[src/rtl/conf_int_mac_job_arbiter.sv]
// Job-level round-robin arbiter that shares one external MAC datapath
// between two requesters. A grant covers a whole job (pairs up to a last
// flag or MAX_LEN pairs); the accumulated result is returned on a
// valid/ready response port once the MAC pipeline has drained.
module conf_int_mac_job_arbiter #(
  parameter int OP_BITWIDTH        = 32,
  parameter int DATA_PATH_BITWIDTH = 32,
  parameter int MAC_LATENCY        = 1,
  parameter int MAX_LEN            = 64
) (
  input  logic                          clk,
  input  logic                          rst,
  input  logic                          req0_valid,
  output logic                          req0_ready,
  input  logic [OP_BITWIDTH-1:0]        req0_a,
  input  logic [OP_BITWIDTH-1:0]        req0_b,
  input  logic                          req0_last,
  input  logic                          req1_valid,
  output logic                          req1_ready,
  input  logic [OP_BITWIDTH-1:0]        req1_a,
  input  logic [OP_BITWIDTH-1:0]        req1_b,
  input  logic                          req1_last,
  output logic [OP_BITWIDTH-1:0]        mac_a,
  output logic [OP_BITWIDTH-1:0]        mac_b,
  output logic                          mac_en,
  output logic                          mac_clr,
  input  logic [DATA_PATH_BITWIDTH-1:0] mac_d,
  output logic                          rsp_valid,
  input  logic                          rsp_ready,
  output logic                          rsp_id,
  output logic [DATA_PATH_BITWIDTH-1:0] rsp_data,
  output logic                          rsp_ovf,
  output logic                          busy
);

  // Pair counter only needs to reach MAX_LEN-1: the MAX_LEN-th pair ends the job.
  localparam int CNT_W = $clog2(MAX_LEN);
  localparam int LAT_W = 4;

  typedef enum logic [1:0] {IDLE, STREAM, DRAIN, RESP} state_t;

  state_t                        state_reg;
  logic                          grant_reg;
  logic                          rr_ptr_reg;
  logic                          ovf_reg;
  logic [CNT_W-1:0]              pair_cnt_reg;
  logic [LAT_W-1:0]              lat_cnt_reg;
  logic                          rsp_valid_reg;
  logic                          rsp_id_reg;
  logic                          rsp_ovf_reg;
  logic [DATA_PATH_BITWIDTH-1:0] rsp_data_reg;

  logic                   in_stream;
  logic                   sel_valid;
  logic                   sel_last;
  logic [OP_BITWIDTH-1:0] sel_a;
  logic [OP_BITWIDTH-1:0] sel_b;
  logic                   accept;
  logic                   at_max;

  // Operand/handshake muxing toward the granted requester; everything is quiet outside STREAM.
  always_comb begin
    in_stream  = (state_reg == STREAM);
    sel_valid  = grant_reg ? req1_valid : req0_valid;
    sel_last   = grant_reg ? req1_last  : req0_last;
    sel_a      = grant_reg ? req1_a     : req0_a;
    sel_b      = grant_reg ? req1_b     : req0_b;
    req0_ready = in_stream & ~grant_reg;
    req1_ready = in_stream &  grant_reg;
    accept     = in_stream & sel_valid;
    at_max     = (pair_cnt_reg == CNT_W'(MAX_LEN - 1));
    mac_en     = accept;
    mac_clr    = accept & (pair_cnt_reg == '0);
    mac_a      = in_stream ? sel_a : '0;
    mac_b      = in_stream ? sel_b : '0;
    busy       = (state_reg != IDLE);
    rsp_valid  = rsp_valid_reg;
    rsp_id     = rsp_id_reg;
    rsp_data   = rsp_data_reg;
    rsp_ovf    = rsp_ovf_reg;
  end

  // Job sequencer: grant, stream pairs, wait out MAC latency, hold response.
  always_ff @(posedge clk) begin
    if (rst) begin
      state_reg     <= IDLE;
      grant_reg     <= 1'b0;
      rr_ptr_reg    <= 1'b1;
      ovf_reg       <= 1'b0;
      pair_cnt_reg  <= '0;
      lat_cnt_reg   <= '0;
      rsp_valid_reg <= 1'b0;
      rsp_id_reg    <= 1'b0;
      rsp_ovf_reg   <= 1'b0;
      rsp_data_reg  <= '0;
    end else begin
      case (state_reg)
        IDLE: begin
          pair_cnt_reg <= '0;
          lat_cnt_reg  <= '0;
          ovf_reg      <= 1'b0;
          if (req0_valid | req1_valid) begin
            // On contention the requester that was not served last wins.
            grant_reg <= (req0_valid & req1_valid) ? ~rr_ptr_reg : req1_valid;
            state_reg <= STREAM;
          end
        end
        STREAM: begin
          if (accept) begin
            pair_cnt_reg <= pair_cnt_reg + CNT_W'(1);
            if (sel_last || at_max) begin
              // A last flag on the MAX_LEN-th pair is a clean end, not a truncation.
              ovf_reg     <= ~sel_last;
              lat_cnt_reg <= '0;
              state_reg   <= DRAIN;
            end
          end
        end
        DRAIN: begin
          if (lat_cnt_reg == LAT_W'(MAC_LATENCY - 1)) begin
            rsp_data_reg  <= mac_d;
            rsp_id_reg    <= grant_reg;
            rsp_ovf_reg   <= ovf_reg;
            rsp_valid_reg <= 1'b1;
            state_reg     <= RESP;
          end else begin
            lat_cnt_reg <= lat_cnt_reg + LAT_W'(1);
          end
        end
        RESP: begin
          if (rsp_ready) begin
            rsp_valid_reg <= 1'b0;
            rr_ptr_reg    <= grant_reg;
            state_reg     <= IDLE;
          end
        end
        default: state_reg <= IDLE;
      endcase
    end
  end

endmodule

[config.mk]
export PLATFORM = sky130hd
export DESIGN_NAME = conf_int_mac_job_arbiter
export DESIGN_NICKNAME = d
export VERILOG_FILES = /design/src/rtl/conf_int_mac_job_arbiter.sv
export SDC_FILE = /design/constraint.sdc
export NUM_CORES = 1
export LEC_CHECK = 0
export BUFFER_PORTS_ARGS = -buffer_cell sky130_fd_sc_hd__buf_2
export CELL_PAD_IN_SITES_DETAIL_PLACEMENT = 1
export CELL_PAD_IN_SITES_GLOBAL_PLACEMENT = 1
export CORE_AREA = 4 4 124 126
export DETAILED_ROUTE_END_ITERATION = 10
export DIE_AREA = 0 0 128 130
export PLACE_DENSITY = 0.82
export SLEW_MARGIN = 20
export SYNTH_ARGS = -nofsm -noshare
export SYNTH_HDL_FRONTEND = slang
export SYNTH_SLANG_ARGS = --single-unit
[constraint.sdc]
create_clock -name clk -period 1.75 [get_ports clk]
set_input_delay 0.175 -clock clk [delete_from_list [all_inputs] [get_ports clk]]
set_output_delay 0.175 -clock clk [all_outputs]
set_load 0.01 [all_outputs]
==> summary.md, run 1 <==
| Metric | Value |
|---|---|
| Least-Margin Pin Slew | around 520 ps |
| HP Class | in -> reg |
| Worst hold margin | roughly 130 ps |
| Drt drc | 0 |
| Num CTS Buffers | 5 |
| Worst R2R Start | pair_cnt_reg[0] |
| Power consumption | about 5.7 mW |
| Synth warn | 0 |
| Routed WL | about 14,000 um |
| Cell area after layout | approximately 0.0053 mm2 |
| Yosys cell types | 38 |
| Max FO, Critical Path | 22 |
| Crit. End Element | output port |
| Via count | just under 4k |
| Die Wd | between 100 and 150 um |
| Unrepaired setup endpoints after global routing | yes |
| Initial Utilization | 0.227 |
| Max stage delay on crit path | 450 ps |
| Post-Layout Cell Count | 868 |
| P_leak | about 2.5 nW |
| Setup Viol. Count Final | 0 |
| Initial DRC Count | ~80 |
| Detailed-router iteration count before antenna repair | 4 |
| Grt met2 use | 0.286 |
| Pre-CTS WS | about 12 ps |
| Slack of the critical path | around 35 ps |
| First-pass GRT wire length | about 21,000 um |
| GR met3 Demand/Resource | 0.0516 |
| Power Density | about 1100 mW/mm2 |
| Synth Instances | a little over 400 |
| Core area | roughly 0.014 mm2 |
| # fillers | 1,820 |
| Hold buffers post-CTS | 0 |
| Clk pin slew, worst setup/hold paths | roughly 70 ps |
| CP required | 1570 ps |
| Placed inst area | a little under 0.005 mm2 |
| Cell breakdown of the critical path | buf_16 > mux2i_4 > buf_6 > nor2b_1 > buf_2 |
| Num ports | around 270 |
| Post-synth EDFFs | 0 |
| Most used DFF post-synth | dfxtp_1 |
| Post-DP HPWL | 11,600 um |
| Gr usage total | 0.155 |
| CTS Sinks | 50 |
| Syn nets | 583 |
| Area Overhead vs Synth | 62.7% |
| Routed Antenna Nets | 0 |
| Arr. time, crit path | 1540 ps |
| Max stage delay cell, worst path | dfxtp_4 |
| Number of port buffers | 270 |
| CP Class | reg -> out |
| Critical Path Source | grant_reg |
| Max VDD drop | about 0.43 mV |
| Wirelength per Cell | approximately 17 um |
| Synthesized flop and latch total | 50 |
| Largest area contributor in the netlist | dfxtp_1 |
| Final max-slew violation count | 0 |
| Ranking of synthesized cells by area | dfxtp_1 31%, mux2i_1 20%, nor2b_1 13% |
| Max clock buf depth | 2 |
| Die Area | 0.0166 mm2 |
| Nets@finish | 856 |
| Overflow after GRT | 0 |
| Minimum clock period after layout | 1710 ps |
| Post-Syn Area | approximately 0.0032 mm2 |
| FP Rows | 44 |
| Asr flop ratio synth | 0 |
| Antenna violations before repair | 2 |
| Final Hold Viols | 0 |
| Reg2Reg Depth | 5 |
| Vias in the first global route | roughly 3.9k |
| GP Congestion | around 0.82 |
| Setup TNS | 0 ps |
| Startpoint types | flop |
| Most Crowded Layer GR | met2 |
| Worst Skew | around 3.3 ps |
| Relative slew slack | 0.655 |
| Status | complete, no violations |
| MaxCap Viol Count | 0 |
| Die H | between 100 and 150 um |
| Via-to-Cell Ratio | 4.51 |
| Synth top area share | 0.308 |
| Post-synthesis sequential area ratio | 0.308 |
| Fraction of layout cells with a size suffix above 1 | 0.487 |
| Pin count of the biggest net entering global routing | between 60 and 70 |
| Clock root cell | clkbuf_16 |
| Max Fclk | 583 MHz |
| Largest register FFs | 32 |
| H-tree depth | 2 |
| Met1 Usage GRT | 0.170 |
| Clk Latency, worst-skew pair | approximately 280 ps |
| Syn Area/Cell | between 7 and 8 um2 |
| Min-delay src | mac_d[0] |
| CTS tree | yes |
| Tcrit/Tclk final | 0.980 |
| Hold depth | 3 |
| Placed cell count | ~850 |
| Finished Core Util | 0.369 |
## per-layer routing
layer,up-vias,share of wire
met1,1798,0.36
met5,-,0
met4,0,0.016
li1,1926,-
met2,175,0.52
met3,13,0.096
## critical path: cells and delay by family (launching register included)
kind	cells	cell delay, ps
buffers and inverters	3	470
DFF	1	450
muxes	1	290
and+or+nand+nor	1	30
## Yosys cell counts (3+ instances only)
library cell   n
a21oi_1       40
nor2b_1       67
dfxtp_1       50
clkbuf_1      23
a211oi_1       5
nand3_1        5
inv_1         11
nand4_1        3
nand2_1       77
mux2i_1       66
ha_1           8
xnor2_1        4
nor2_1        10
buf_2          6
## power by group
group	leakage, nW	internal (mW)	switching, mW	total [mW]
registers	0.408	1.34	0.129	1.47
clock network	0.0729	0.566	0.412	0.978
logic	2.01	1.54	1.67	3.21
## cell type report
cell class	instances	area [um2]	area share
inverters	11	41.3	0.00782
flip-flops and latches	50	1010	0.192
diodes	2	5.00	0.000948
clock buffers	6	139	0.0263
well taps	184	230	0.0436
repair buffers	296	1650	0.312
clock inverters	2	12.5	0.00237
multi-input cells	317	2190	0.415
## worst paths after layout
path                                     end  slack, ps
worst max-delay path                mac_b[4]         40
worst min-delay path             rsp_data[0]        130
worst max register to register  state_reg[0]         70
worst min register to register  rsp_data[21]        450
## cells by family after synthesis
kind of cell | after synthesis | synth area share
simple gates | 175 | 0.270
mux | 67 | 0.208
compound gates | 63 | 0.121
flops | 50 | 0.308
buf+inv | 41 | 0.0509
fa+ha+maj | 8 | 0.0308
xor+xnor | 4 | 0.0108
## repair_timing
action / in CTS / in global routing
buffers inserted: 0 / 9
pin swaps: 0 / 4
cloned: 1 / 1
setup endpoints to repair: 67 / 88
resized for setup: 14 / 19
hold endpoints to repair: 0 / 0
## placed cells by master, fill, tap and decap left out, drive strengths merged, types with 2 or more instances in the layout
| cell type | count |
|---|---|
| inv | 11 |
| o211ai | 2 |
| diode | 2 |
| a211o | 2 |
| xnor2 | 4 |
| nand4 | 3 |
| and2 | 2 |
| and3 | 2 |
| nor2b | 67 |
| dfxtp | 50 |
| clkbuf | 7 |
| mux2i | 67 |
| nand2 | 77 |
| nor3 | 2 |
| nand2b | 2 |
| o31ai | 2 |
| ha | 8 |
| nor2 | 10 |
| a211oi | 6 |
| o21ai | 2 |
| a21oi | 40 |
| o21bai | 2 |
| buf | 294 |
| nand3 | 5 |
No activity file was read; power rests on OpenSTA's default activity.
==> run 2: changes to the inputs <==
--- a/config.mk
+++ b/config.mk
@@ -8,10 +8,10 @@
 export BUFFER_PORTS_ARGS = -buffer_cell sky130_fd_sc_hd__buf_2
 export CELL_PAD_IN_SITES_DETAIL_PLACEMENT = 1
 export CELL_PAD_IN_SITES_GLOBAL_PLACEMENT = 1
-export CORE_AREA = 4 4 124 126
+export CORE_AREA = 4 4 113 115
 export DETAILED_ROUTE_END_ITERATION = 10
-export DIE_AREA = 0 0 128 130
-export PLACE_DENSITY = 0.82
+export DIE_AREA = 0 0 117 119
+export PLACE_DENSITY = 0.92
 export SLEW_MARGIN = 20
 export SYNTH_ARGS = -nofsm -noshare
 export SYNTH_HDL_FRONTEND = slang
==> constraint.sdc (replaced) <==
create_clock -name clk -period 2.2 [get_ports clk]
set_input_delay 0.22 -clock clk [delete_from_list [all_inputs] [get_ports clk]]
set_output_delay 0.22 -clock clk [all_outputs]
set_load 0.01 [all_outputs]
==> summary.md, run 2 (synthesis results as in run 1) <==
| Metric | Value |
|---|---|
| Post-CTS Setup Inserts | 0 (unchanged) |
| Power Density | 858 mW/mm2 (-20%) |
| MaxCap Viol Count | 0 (unchanged) |
| Area Overhead vs Synth | 52.5% |
| Routed WL | 13,800 um (-4.7%) |
| CP delay by family, top | multiplexers |
| Via count | 3,860 (-1.3%) |
| Placed cell count | 806 (-4.8%) |
| Initial DRC Count | 226 (+190%) |
| CP required | 1980 ps (+410 ps) |
| P_leak | 2.37 nW (-4.7%) |
| Relative slew slack | 0.571 (-0.0844) |
| CTS tree | yes |
| Worst Skew | 4.27 ps (+0.940 ps) |
| Hold buffers post-CTS | 0 (unchanged) |
| Clk pin slew, worst setup/hold paths | 70 ps (about the same) |
| Final Hold Viols | 0 (unchanged) |
| Via-to-Cell Ratio | 4.73 (+5.0%) |
| Core area | 0.0118 mm2 (-17%) |
| Placed inst area | 0.00477 mm2 (-2.1%) |
| Final max-slew violation count | 0 (unchanged) |
| Max Fclk | slightly below 500 MHz |
| First-pass GRT wire length | 21,100 um (+2.6%) |
| Arr. time, crit path | 1810 ps (+270 ps) |
| Most common cell after layout, fill and taps aside | buf_2 |
| FP Rows | 40 (-9.1%) |
| Post-CTS resize count | 0 (-14) |
| Clock root cell | clkbuf_16 |
| CP Class | reg -> out |
| Max layer used | met4 |
| Max VDD drop | 0.329 mV (-24%) |
| Max FO, Critical Path | 9 (-59%) |
| Nets@finish | 841 (-1.8%) |
| Status | complete, no violations |
| Minimum clock period after layout | around 2000 ps |
| Crit. End Element | output port |
| Number of port buffers | 270 (unchanged) |
| Setup TNS | 0 ps (unchanged) |
| Gr usage total | 0.190 (+0.0347) |
| Startpoint types | flop |
| H-tree depth | 2 (unchanged) |
| Least-Margin Pin Slew | 631 ps (+114 ps) |
| Fraction of layout cells with a size suffix above 1 | 0.442 (-0.0445) |
| Overflow after GRT | 0 (unchanged) |
| Die Area | 0.0139 mm2 (-16%) |
| Post-Layout Cell Count | 816 (-6.0%) |
| Drt drc | 0 (unchanged) |
| Most frequent cells in the layout | 270 x buf_2, 77 x nand2_1, 67 x nor2b_1 |
| Die Wd | 117 um (-8.6%) |
| Setup Viol. Count Final | 0 (unchanged) |
| CTS Sinks | 50 (unchanged) |
| Finished Core Util | 0.419 (+0.0500) |
| Wirelength per Cell | 16.9 um (+1.4%) |
| Largest register FFs | 32 (unchanged) |
| Post-DP HPWL | 11,400 um (-1.6%) |
| Num ports | 271 (unchanged) |
| Cell breakdown of the critical path | mux2i_2 > nor2b_1 > and3_1 > buf_2 |
| Initial Utilization | 0.275 (+0.0480) |
| Antenna violations before repair | 1 (-1) |
| Num CTS Buffers | 5 (unchanged) |
| Unrepaired setup endpoints after global routing | no |
| GP Congestion | 0.867 (+6.1%) |
| Clk Latency, worst-skew pair | 290 ps (about the same) |
| Die H | 119 um (-8.5%) |
| Routed length on met2 | 6850 um (-9.4%) |
| Cell area after layout | 0.00495 mm2 (-6.3%) |
| Worst R2R Setup Slack | 370 ps (+300 ps) |
| Max stage delay cell, worst path | mux2i_2 |
| Tcrit/Tclk final | 0.923 |
| Routed metal-1 wire length | 5350 um (+1.9%) |
| Detailed-router iteration count before antenna repair | 4 (unchanged) |
| Vias in the first global route | 4,042 (+4.6%) |
| Routed Antenna Nets | 0 (unchanged) |
| Pin count of the biggest net entering global routing | 51 (-18%) |
| WL met3 | 1200 um (-13%) |
| Max stage delay on crit path | 580 ps (+130 ps) |
| Worst hold margin | 167 ps (+41.2 ps) |
| Max clock buf depth | 2 (unchanged) |
| CP bufs+invs | 1 (-2) |
| HP Class | in -> reg |
[run 2: cell types whose count changed in the layout (fill, tap and decap cells not counted), moves of 3 or more]
cell / before / now
nor2b_2: 3 / 0
dfxtp_2: 3 / 0
dfxtp_1: 45 / 49
ha_1: 3 / 7
nor2b_1: 62 / 67
buf_4: 18 / 9
[run 2: final timing paths]
kind,start,endpoint,cells after the start
max,grant_reg,mac_clr,4
min,mac_d[21],rsp_data[21],3
max reg2reg,state_reg[0],lat_cnt_reg[3],6
min reg2reg,rsp_data[2],rsp_data[2],2
[run 2: per-layer routing]
layer	GRT usage	up-vias
met3	0.0483	26
met1	0.221	1753
met4	0.0588	0
li1	-	1895
met5	0	-
met2	0.335	186
[run 2: layout make-up]
class	instances	area (um2)
Fill cell	1534	6860
Multi-Input combinational cell	317	2100
Timing Repair Buffer	281	1450
Sequential cell	50	1000
Tap cell	147	184
Clock buffer	6	129
Inverter	11	41.3
Clock inverter	2	37.5
Antenna cell	2	5.00
[run 2: power breakdown]
part	internal [mW]	switching [mW]	total (mW)
sequential	1.06	0.0938	1.15
combinational	0.980	1.24	2.22
clock	0.537	0.336	0.873
total	2.58	1.67	4.24
[run 2: through the flow]
stage | total power [mW] | setup slack, ps
after CTS | 4.30 | 124
final | 4.24 | 170
after global placement | 3.34 | 436
after detailed placement | 3.40 | 411
after floorplan | 2.50 | 443
after global routing | 4.58 | 62.4
[run 2: worst reg2reg max path: cells and delay by family (launching register included)]
| family | cells | cell delay [ps] |
|---|---|---|
| AO/OA/AOI/OAI | 2 | 610 |
| flip-flops | 1 | 370 |
| AND/OR/NAND/NOR | 2 | 340 |
| adder cells (fa/ha/maj) | 1 | 310 |
| buffers and inverters | 1 | 90 |
==> run 3: changes to the inputs <==
--- a/config.mk
+++ b/config.mk
@@ -5,13 +5,14 @@
 export SDC_FILE = /design/constraint.sdc
 export NUM_CORES = 1
 export LEC_CHECK = 0
+export ABC_AREA = 1
 export BUFFER_PORTS_ARGS = -buffer_cell sky130_fd_sc_hd__buf_2
 export CELL_PAD_IN_SITES_DETAIL_PLACEMENT = 1
 export CELL_PAD_IN_SITES_GLOBAL_PLACEMENT = 1
 export CORE_AREA = 4 4 113 115
 export DETAILED_ROUTE_END_ITERATION = 10
 export DIE_AREA = 0 0 117 119
-export PLACE_DENSITY = 0.92
+export PLACE_DENSITY_LB_ADDON = 0.1
 export SLEW_MARGIN = 20
 export SYNTH_ARGS = -nofsm -noshare
 export SYNTH_HDL_FRONTEND = slang
==> summary.md, run 3 <==
| Metric | Value |
|---|---|
| Worst R2R Start | lat_cnt_reg[0] |
| GP Congestion | 0.900 (+3.8%) |
| Drt drc | 0 (unchanged) |
| Power consumption | 4.60 mW (+8.3%) |
| Synthesized flop and latch total | 50 (unchanged) |
| Largest area contributor in the netlist | dfxtp_1 |
| Initial Utilization | 0.253 (-0.0215) |
| Multiplexer area fraction after synthesis | 0 (-0.208) |
| Synth Area in Compound Gates | 0.338 (+0.217) |
| Post-synth EDFFs | 0 (unchanged) |
| Logic pwr share | 0.543 (+0.021) |
| Post-synth top cells | 64 x a22o_1, 64 x inv_1, 50 x dfxtp_1 |
| Minimum clock period after layout | 2040 ps (+6.01 ps) |
| Reg2Reg Depth | 6 (unchanged) |
| Die Wd | 117 um (unchanged) |
| First-pass GRT wire length | 18,600 um (-12%) |
| Max clock buf depth | 2 (unchanged) |
| Num ports | 271 (unchanged) |
| Setup crit end | mac_a[10] |
| Yosys cell types | 24 (-37%) |
| Area Overhead vs Synth | 53.6% |
| Largest register FFs | 32 (unchanged) |
| HP Class | in -> reg |
| Hold buffers post-CTS | 0 (unchanged) |
| Least-Margin Pin Slew | 492 ps (-139 ps) |
| Asr flop ratio synth | 0 (unchanged) |
| Detailed-router iteration count before antenna repair | 4 (unchanged) |
| Via count | 3,706 (-4.0%) |
| Final Hold Viols | 0 (unchanged) |
| Vias in the first global route | 3,564 (-12%) |
| Syn nets | 569 (-2.4%) |
| Post-synthesis sequential area ratio | 0.335 (+0.0262) |
| Worst R2R End | rsp_data[0] |
| CTS Sinks | 50 (unchanged) |
| Fraction of layout cells with a size suffix above 1 | 0.463 (+0.0208) |
| Max stage delay cell, worst path | dfxtp_1 |
| Synth warn | 0 (unchanged) |
| Pin count of the biggest net entering global routing | 66 (+29%) |
| Gr usage total | 0.169 (-0.0207) |
| Via-to-Cell Ratio | 4.63 (-2.1%) |
| Final max-slew violation count | 0 (unchanged) |
| Synth Instances | 394 (-3.4%) |
| CP Class | reg -> out |
| Reg power frac | 0.281 (+0.009) |
| Clk Latency, worst-skew pair | 290 ps (about the same) |
| Clk pin slew, worst setup/hold paths | 70 ps (about the same) |
| Power Density | 1000 mW/mm2 (+17%) |
| CP required | 1980 ps (about the same) |
| Num CTS Buffers | 5 (unchanged) |
| Int Power | 2.66 mW (+3.1%) |
| Post-Syn Area | 0.00299 mm2 (-7.8%) |
| H-tree depth | 2 (unchanged) |
| FP Rows | 40 (unchanged) |
| Max FO, Critical Path | 65 (+56) |
| Routed Antenna Nets | 0 (unchanged) |
| Worst Skew | 4.47 ps (+0.195 ps) |
| Switch share | 0.422 (+0.0293) |
| Initial DRC Count | 114 (-50%) |
| Most common cell after layout, fill and taps aside | buf_2 |
| Tcrit/Tclk final | 0.926 (+0.00273) |
| Arr. time, crit path | 1820 ps (about the same) |
| Placed inst area | 0.00443 mm2 (-7.2%) |
| Clock network power share | 0.176 (-0.030) |
| CTS tree | yes |
| MaxCap Viol Count | 0 (unchanged) |
| Synth Area in XOR/XNOR | 0 (-0.0108) |
| Unrepaired setup endpoints after global routing | no |
| Nets@finish | 824 (-2.0%) |
| Setup TNS | 0 ps (unchanged) |
| CP bufs+invs | 4 (+3) |
| Simple-gate area share of the yosys netlist | 0.144 (-0.126) |
| Post-DP HPWL | 10,800 um (-5.3%) |
| Crit. End Element | output port |
| Area of the multi-input gates | 0.00155 mm2 (-26%) |
| P_leak | 2.49 nW (+4.8%) |
| Post-Synth Adder-Cell Area | 0.0335 (+0.00262) |
| Die Area | 0.0139 mm2 (unchanged) |
| Setup Viol. Count Final | 0 (unchanged) |
| Synth top area share | 0.335 (+0.0262) |
| CP delay by family, top | buffers and inverters |
| Cell area after layout | 0.00459 mm2 (-7.2%) |
| Max stage delay on crit path | 340 ps (-240 ps) |
| # fillers | 1,561 (+1.8%) |
| Core area | 0.0118 mm2 (unchanged) |
| Cell breakdown of the critical path | inv_1 > ha_2 > inv_2 > nor2_4 > buf_12 > a22o_1 > buf_2 |
| Most used DFF post-synth | dfxtp_1 |
| Antenna violations before repair | 3 (+2) |
| Worst R2R Setup Slack | 470 ps (+100 ps) |
| Max Fclk | 491 MHz (-0.29%) |
| Most frequent cells in the layout | 270 x buf_2, 64 x a22o_1, 63 x inv_1 |
| Ranking of synthesized cells by area | dfxtp_1 33%, a22o_1 19%, inv_1 8.0% |
| Combinational family with the most area after synthesis | compound AO/OA/AOI/OAI gates |
| Overflow after GRT | 0 (unchanged) |
| Die H | 119 um (unchanged) |
| Clock root cell | clkbuf_16 |
| Net Switching | 1.94 mW (+16%) |
| Max VDD drop | 0.528 mV (+60%) |
| FF+latch area | 0.00100 mm2 (-0.37%) |
| Routed WL | 13,000 um (-5.8%) |
| Startpoint types | flop |
| Wirelength per Cell | 16.2 um (-4.0%) |
| Syn Area/Cell | 7.59 um2 (-4.6%) |
| Crit. path cell count | 7 (+3) |
| Relative slew slack | 0.672 (+0.101) |
| Number of port buffers | 270 (unchanged) |
| Status | complete, no violations |
| Critical Path Source | state_reg[1] |
## run 3: cell count changes after synthesis, moves of 5 or more
cell and delta:
mux2i_1 -66, nand2_1 -36, o21ai_0 +42, clkbuf_1 -17
a21oi_1 +5, buf_6 +8, a22o_1 +64, nand3_1 +8
inv_1 +53, a211oi_1 -5, nor2_1 +5, nor2b_1 -67
## run 3: routing by layer
| layer | routed length [um] | global-route usage | vias to the layer above | part of all wire |
|---|---|---|---|---|
| met5 | 0 | 0 | - | 0 |
| met4 | 329 | 0.0523 | 0 | 0.025 |
| met3 | 1090 | 0.0457 | 20 | 0.084 |
| met2 | 6490 | 0.307 | 139 | 0.50 |
| met1 | 5050 | 0.188 | 1689 | 0.39 |
| li1 | - | - | 1858 | - |
## run 3: logic make-up (layout without fill, tap and decap cells)
logic type,Yosys count,after routing
other,0,3
buffers and inverters,94,350
DFF,50,50
adders and majority gates,8,8
AOI/OAI and AO/OA,153,153
and+or+nand+nor,89,89
## run 3: repair_timing
item	4_1_cts	5_1_grt
setup endpoints to repair	0	27
gates resized for setup	0	1
setup buffers	0	0
## run 3: power by group through the flow
stage,Clock (mW),Combinational [mW],Sequential [mW]
6_report,0.808,2.50,1.29
5_1_grt,0.886,2.77,1.34
4_1_cts,0.843,2.54,1.30
3_5_place_dp,0,2.53,1.31
3_3_place_gp,0,2.49,1.31
2_1_floorplan,0,1.53,1.40
## run 3: how the worst min path moves through the flow
stage | startpoint | to | slack [ps] | depth (start not counted)
after floorplan | req1_valid | grant_reg | 380 | 2
after global placement | rsp_data[22] | rsp_data[22] | 430 | 2
after detailed placement | rsp_data[22] | rsp_data[22] | 430 | 2
after CTS | mac_d[31] | rsp_data[31] | 200 | 3
after global routing | mac_d[13] | rsp_data[13] | 210 | 3
final | mac_d[31] | rsp_data[31] | 200 | 3
## run 3: cell type report
class | instances | area share
multi-input combinational | 250 | 0.338
tap | 147 | 0.0400
antenna | 3 | 0.00163
sequential | 50 | 0.218
clock inverter | 2 | 0.00354
clock buffer | 6 | 0.0302
timing repair buffer | 275 | 0.313
inverter | 67 | 0.0558
## run 3: tightest hold or removal path, delay by kind of cell
| kind | cells | cell delay (ps) |
|---|---|---|
| AO/OA/AOI/OAI | 2 | 170 |
| buffers and inverters | 1 | 70 |
## run 3: per-stage QoR
stage	worst slack, ps	cells	util	hold WS (ps)
after floorplan	644	394	-	384
after global placement	448	789	0.375	428
after detailed placement	396	789	0.375	432
after CTS	66.1	797	0.388	201
after global routing	35.6	800	0.389	211
final	164	800	0.389	205
